**config.mk**
```make
export PLATFORM = sky130hd
export DESIGN_NAME = nios_system_sram_datain
export DESIGN_NICKNAME = d
export VERILOG_FILES = /design/src/rtl/nios_system_pio_pkg.sv /design/src/rtl/nios_system_sync2.sv /design/src/rtl/nios_system_sram_datain.sv
export SDC_FILE = /design/constraint.sdc
export NUM_CORES = 1
export LEC_CHECK = 0
export ABC_AREA = 1
export CAP_MARGIN = 5
export CORE_MARGIN = 2
export CORE_UTILIZATION = 45
export DETAILED_ROUTE_END_ITERATION = 10
export HOLD_SLACK_MARGIN = 0.12
export PLACE_DENSITY = 0.78
export SYNTH_ARGS = -nofsm -noshare
export SYNTH_HDL_FRONTEND = slang
export SYNTH_SLANG_ARGS = --single-unit
```
**constraint.sdc**
```tcl
create_clock -name clk -period 0.95 [get_ports clk]
set_clock_uncertainty 0.1 [all_clocks]
set_input_delay 0.19 -clock clk [delete_from_list [all_inputs] [get_ports clk]]
set_output_delay 0.19 -clock clk [all_outputs]
set_load 0.005 [all_outputs]
```
**src/rtl/nios_system_pio_pkg.sv**
```systemverilog
// Register map and edge-select encodings shared by the PIO-style input ports.
package nios_system_pio_pkg;

  localparam logic [1:0] ADDR_DATA    = 2'd0;
  localparam logic [1:0] ADDR_RSVD    = 2'd1;
  localparam logic [1:0] ADDR_IRQMASK = 2'd2;
  localparam logic [1:0] ADDR_EDGECAP = 2'd3;

  localparam int EDGE_RISE = 0;
  localparam int EDGE_FALL = 1;
  localparam int EDGE_ANY  = 2;

endpackage

```
**src/rtl/nios_system_sync2.sv**
```systemverilog
// Parameterised-width two-flop synchronizer for asynchronous pin inputs.
module nios_system_sync2 #(
  parameter int W = 1
) (
  input  logic         clk,
  input  logic         reset_n,
  input  logic [W-1:0] d,
  output logic [W-1:0] q
);

  logic [W-1:0] meta_q, sync_q;

  always_ff @(posedge clk or negedge reset_n) begin
    if (!reset_n) begin
      meta_q <= '0;
      sync_q <= '0;
    end else begin
      meta_q <= d;
      sync_q <= meta_q;
    end
  end

  assign q = sync_q;

endmodule

```
**src/rtl/nios_system_sram_datain.sv**
```systemverilog
// Avalon-MM input port for the SRAM data bus: synchronized data, edge capture
// and optional masked interrupt (enabled by defining SRAM_DATAIN_IRQ_EN).
module nios_system_sram_datain
  import nios_system_pio_pkg::*;
#(
  parameter int DATA_W    = 16,
  parameter int EDGE_TYPE = 2
) (
  input  logic              clk,
  input  logic              reset_n,
  input  logic [1:0]        address,
  input  logic              chipselect,
  input  logic              read_n,
  input  logic              write_n,
  input  logic [31:0]       writedata,
  output logic [31:0]       readdata,
  input  logic [DATA_W-1:0] in_port,
  output logic              irq
);

  logic [DATA_W-1:0] sync_val;
  logic [DATA_W-1:0] sync_d1_q, sync_d1_d;
  logic [DATA_W-1:0] edgecap_q, edgecap_d;
  logic [DATA_W-1:0] edge_det, clr_bits, mask_val;
  logic [31:0]       readdata_q, readdata_d, rd_mux;
  logic              rd_en, wr_en;
  logic              unused_wd;

  // Bits of writedata above DATA_W carry no state.
  assign unused_wd = ^writedata;

  nios_system_sync2 #(.W(DATA_W)) u_sync (
    .clk     (clk),
    .reset_n (reset_n),
    .d       (in_port),
    .q       (sync_val)
  );

  always_comb begin
    rd_en     = chipselect & ~read_n;
    wr_en     = chipselect & ~write_n;
    sync_d1_d = sync_val;
    case (EDGE_TYPE)
      EDGE_RISE: edge_det = sync_val & ~sync_d1_q;
      EDGE_FALL: edge_det = ~sync_val & sync_d1_q;
      default:   edge_det = sync_val ^ sync_d1_q;
    endcase
    clr_bits  = (wr_en && address == ADDR_EDGECAP) ? writedata[DATA_W-1:0] : '0;
    // A new edge overrides a same-cycle clear of that bit.
    edgecap_d = (edgecap_q & ~clr_bits) | edge_det;
    rd_mux    = '0;
    case (address)
      ADDR_DATA:    rd_mux[DATA_W-1:0] = sync_val;
      ADDR_IRQMASK: rd_mux[DATA_W-1:0] = mask_val;
      ADDR_EDGECAP: rd_mux[DATA_W-1:0] = edgecap_q;
      default:      rd_mux = '0;
    endcase
    readdata_d = rd_en ? rd_mux : readdata_q;
  end

  always_ff @(posedge clk or negedge reset_n) begin
    if (!reset_n) begin
      sync_d1_q  <= '0;
      edgecap_q  <= '0;
      readdata_q <= '0;
    end else begin
      sync_d1_q  <= sync_d1_d;
      edgecap_q  <= edgecap_d;
      readdata_q <= readdata_d;
    end
  end

  assign readdata = readdata_q;

`ifdef SRAM_DATAIN_IRQ_EN
  logic [DATA_W-1:0] irqmask_q, irqmask_d;
  logic              irq_q, irq_d;

  always_comb begin
    irqmask_d = (wr_en && address == ADDR_IRQMASK) ? writedata[DATA_W-1:0] : irqmask_q;
    irq_d     = |(edgecap_q & irqmask_q);
  end

  always_ff @(posedge clk or negedge reset_n) begin
    if (!reset_n) begin
      irqmask_q <= '0;
      irq_q     <= 1'b0;
    end else begin
      irqmask_q <= irqmask_d;
      irq_q     <= irq_d;
    end
  end

  assign mask_val = irqmask_q;
  assign irq      = irq_q;
`else
  assign mask_val = '0;
  assign irq      = 1'b0;
`endif

endmodule

```
== Word-level counts from Yosys, hierarchy flattened ==
Index checks and enable logic that the tools add are counted.

* Register bits after elaboration: 80
* Input port bits: 55
* Output and inout bits: 33
* Word-level logic and storage cells: 18

* Eq/ne operators: 1
* Mux-type cells: 2
* Bitwise operators: 8
* Reductions and logical operators: 2

{| class="wikitable"
|+ Operators by type and width
! operator !! count
|-
| 16-bit one-hot mux with 2 select lines || 1
|-
| 16-bit AND || 1
|-
| 16-bit 2-to-1 mux || 1
|-
| 16-bit NOT || 1
|-
| 16-bit OR || 1
|-
| 16-bit bitwise XOR || 1
|-
| 1-bit AND || 2
|-
| 2-bit equality test (second input constant) || 1
|-
| 2-bit zero test || 1
|-
| 1-bit NOT || 2
|-
| 1-bit logical AND || 1
|}

== Logic depth before layout (Yosys ltp) ==
* Depth in word-level cells: 7
* Gate-level depth with buffers: 8

== Cells and area by module ==
From an unflattened synthesis, not the netlist that was laid out.

* Cell total of the unflattened synthesis: 276
* Area total of the unflattened synthesis: 3,057.9 um^2

{| class="wikitable"
|+ Modules (own cells, without submodules)
! module !! times used !! cells an instance !! area an instance (um^2)
|-
| nios_system_sram_datain || 1 || 244 || 2,257.2
|-
| nios_system_sync2 || 1 || 32 || 800.8
|}

== Least setup slack after synthesis ==
Ideal clock, no wire load.

* Path kind: input port to flip-flop
* From: input port address[0]
* To: register readdata_q[10], in the netlist readdata[10]
* Setup time: 0.065 ns
* Arrival: 0.930 ns
* Path slack: -0.145 ns
* Stages: 6
* Buffers on the path: 1
* Cell sequence: inv_1 > ha_1 > nor2_8 > buf_6 > nand2_1 > nand2_1

* Word-level cells in the longest chain between the ends: 2
* Elaborated cells between the ends (all ways): 3
* Classes of those cells: eq/ne (1); mux (1); reduce/logical (1)

{| class="wikitable"
|+ Ends and longest elaborated chain
! item !! RTL line !! source
|-
| start, declared || nios_system_sram_datain.sv:11 || <nowiki>input logic [1:0] address,</nowiki>
|-
| 2-bit equality test or 2-bit zero test (tied branches) || nios_system_sram_datain.sv:52 || <nowiki>case (address)</nowiki>
|-
| 16-bit one-hot mux with 2 select lines * || nios_system_sram_datain.sv:52 ||
|-
| end signal, assigned || nios_system_sram_datain.sv:69 || <nowiki>readdata_q <= readdata_d;</nowiki>
|-
| end, declared || nios_system_sram_datain.sv:25 || <nowiki>logic [31:0] readdata_q, readdata_d, rd_mux;</nowiki>
|}

Mark *: on every way between the ends. The rest lies on a longest branch, timed or not.
A chain may end at the register's enable or synchronous reset.

== Worst setup path after layout ==
* From: register readdata_q[15], in the netlist readdata[15]
* To: output port readdata[15]

{| class="wikitable"
|+ RTL lines
! item !! RTL line !! source
|-
| end, declared || nios_system_sram_datain.sv:16 || <nowiki>output logic [31:0] readdata,</nowiki>
|}

No word-level cell between the ends.

==> reports/qor.yml <==
outcome: "finished with violations"
violations: "setup timing"
synth.top_cells.by_count: "nand2_1 (128), dfrtp_1 (80), buf_4 (18), nand4_1 (16), xnor2_1 (16)"
synth_seq_area_share_pct: 66.75
cellLeakagePower_uw: 0.002025
worst_path_dominant_cell_family: "flip-flops"
io-pin-count: 88
hp-start: "in_port[15]"
hold-path-cell-count: 1
leftover_overflow_at_the_end_of_global_routing: 0
r2r_cells: 4
synth_area_leaders: "dfrtp_1 (67%), nand2_1 (16%), xnor2_1 (4.7%), buf_4 (4.5%), nand4_1 (3.3%)"
global_route_wire_length_before_repair_mm: 9.363
post-route-min-period_ns: 1.172
antenna-diode-count: 0
synth.largest_area_cell: "dfrtp_1"
power.ir.vdd_worst_v: 0.001121
synth_area_um2: 2999
reg2reg_to: "readdata[0]$_DFFE_PN0P_"
htree_levels: 3
num-nets-final: 418
total_die_area_um2: 7333
drt-vias-per-instance: 4.641
critical_path.max_fanout: 2
timing.critical_path.cells: "buf_2"
setup.reg_to_reg.worst_slack_ns: 0.03
route.detailed.drc: 0
synthesis.yosys.warnings: 0
critical-path-slowest-cell: "dfrtp_1"
cts_tree: "done"
fin_ws_ns: -0.2218
cts_buffers: 9
synth_top_area_share_pct: 66.75
rsz0062_at_grt: "true"
drt-initial-drc-count: 236
postRouteWirelength_mm: 5.887
timing.critical_path.slowest_cell_delay_ns: 0.40
global_route_usage_sum_pct: 16.71
detail_route.wl_per_cell_um: 13.29
timing.final.crit_share_pct: 123.3
hold-path-endpoint: "u_sync.meta_q[15]$_DFF_PN0_"
timing.rr.start: "readdata[0]$_DFFE_PN0P_"
grt_max_degree: 57
pwr_density_cell_nw_per_um2: 1803
detail-route-antenna-nets: 0
synth_edf_count: 0
cp-end-kind: "output pin"
clk_pin_slew_worst_setup_hold_paths_ns: 0.08
postSynthRegisterBits: 80
core_area_um2: 6386
finalWeightedCongestion: 0.8174
fillers: 499
synth_flop_cell: "dfrtp_1"
worstSetupStartpointType: "flip-flop"
finalMaxSlewViolations: 0
cap_viol_max_count: 0
finalSetupViolCount: 16
fp.dieW_um: 85.64
critPathRequiredTime_ns: 0.66
initial_cell_density_of_the_core_pct: 46.96
worst-setup-path-type: "reg2out"
die_height_um: 85.64
post-route-cell-area_um2: 4051
cts_buffer_depth: 2
vias_in_the_first_global_route: 1979
crit_arrival_ns: 0.88
critPathBufInv: 1
total_power_uw: 7306
drt_pass1_iterations: 4
yosys_cell_types: 14
type_of_the_tightest_min_delay_check: "in2reg"
synth-async-reset-ratio_pct: 100.0
post-synth-top-count-cell: "nand2_1"
dpl_cell_area_um2: 3709
avgSynthCellArea_um2: 10.87
max_freq_mhz: 853.4
hpwlAfterDp_mm: 3.598
finalHoldViolations: 0
place.port_buffers: 54
final_layout_size_suffix_gt1_share_pct: 22.68
cts_root_buffer: "clkbuf_8"
number_of_antenna_violations_at_the_first_check_in_global_routing: 0
rows: 29
synth_cells: 276
cts_sinks: 80
total_number_of_vias: 2056
area_growth_syn_to_layout_pct: 35.09
clk_latency_ns: 0.34
cells by family (layout without fill, tap and decap cells):
kind of cell | after synthesis | after routing | synth area share [%]
xor+xnor | 16 | 16 | 4.672
flops | 80 | 80 | 66.75
buf+inv | 31 | 104 | 6.925
fa+ha+maj | 2 | 2 | 0.8342
other cells | 1 | 17 | 0.1250
simple gates | 146 | 147 | 20.69
how the worst max path moves through the flow:
stage,startpoint,endpoint,slack (ns),cells after the start
2_1_floorplan,address[1],readdata[10]$_DFFE_PN0P_,-0.03,8
5_1_grt,readdata[4]$_DFFE_PN0P_,readdata[4],-0.25,1
6_report,readdata[15]$_DFFE_PN0P_,readdata[15],-0.22,1
3_5_place_dp,address[1],readdata[1]$_DFFE_PN0P_,-0.69,7
4_1_cts,readdata[15]$_DFFE_PN0P_,readdata[15],-0.23,1
3_3_place_gp,address[1],readdata[12]$_DFFE_PN0P_,-0.66,7
stage by stage:
stage	cells	worst slack, ns	hold WS (ns)	TNS (ns)	utilization [%]
5_1_grt	443	-0.2461	0.1597	-3.706	63.44
3_3_place_gp	413	-0.6577	0.09964	-21.90	58.07
3_5_place_dp	413	-0.6902	0.1064	-22.75	58.07
6_report	443	-0.2218	0.1752	-3.173	63.44
2_1_floorplan	292	-0.03337	-0.2056	-0.4525	-
4_1_cts	436	-0.2319	0.1608	-3.407	61.64
flip-flops by register name (all words and copies together), names as in the netlist:
| signal | cells |
|---|---|
| edgecap_q | 16 |
| readdata | 16 |
| sync_d1_q | 16 |
| u_sync.meta_q | 16 |
| u_sync.q | 16 |
final cells by class:
type / instances / area, µm² / share of cell area, %
inverters: 4 / 32.53 / 0.8030
well taps: 77 / 96.34 / 2.378
repair buffers: 84 / 795.8 / 19.64
clock buffers: 9 / 123.9 / 3.057
flip-flops and latches: 80 / 2002 / 49.41
clock inverters: 7 / 95.09 / 2.347
multi-input cells: 182 / 905.9 / 22.36
per-layer routing:
metal  global-route usage, %  wire length, µm  vias up
met3                   3.080              337       18
met2                   26.14             2954       90
li1                        -                -      995
met4                   10.39              191        0
met1                   21.69             2404      953
met5                       0                0        -
power by group:
part	switching, µW	total [µW]	leakage (µW)	internal [µW]
clock network	1220	2710	0.000110	1480
logic	405	892	0.00100	487
registers	111	3710	0.000916	3600
total	1740	7310	0.00203	5570
cell usage in the layout (no fill, tap or decap):
master | Yosys | routed
inv_2 | 1 | 2
bufinv_16 | 0 | 2
conb_1 | 1 | 17
ha_4 | 0 | 1
buf_12 | 0 | 5
buf_2 | 6 | 17
nand2_2 | 0 | 9
nand2_1 | 128 | 119
clkbuf_8 | 0 | 9
nand2_8 | 1 | 1
clkbuf_2 | 1 | 1
clkinv_2 | 0 | 2
dlygate4sd3_1 | 0 | 1
nand4_1 | 16 | 16
clkinv_4 | 0 | 1
xnor2_1 | 16 | 15
dlygate4sd2_1 | 0 | 1
nor2_4 | 0 | 1
dfrtp_1 | 80 | 80
clkbuf_16 | 0 | 2
inv_12 | 0 | 1
ha_2 | 0 | 1
xnor2_2 | 0 | 1
dlymetal6s2s_1 | 0 | 2
clkinvlp_4 | 0 | 1
nor2_8 | 1 | 1
buf_4 | 18 | 18
inv_6 | 0 | 2
clkdlybuf4s50_1 | 0 | 32
buf_6 | 2 | 5
repair_timing:
action / 4_1_cts / 5_1_grt
hold buffers: 1 / 0
pin swaps: 4 / 16
endpoints found under the setup margin: 48 / 39
setup buffers: 5 / 6
endpoints found under the hold margin: 80 / 0
cloned: 1 / 2
resized for setup: 74 / 16
(Power assumes the default switching activity.)
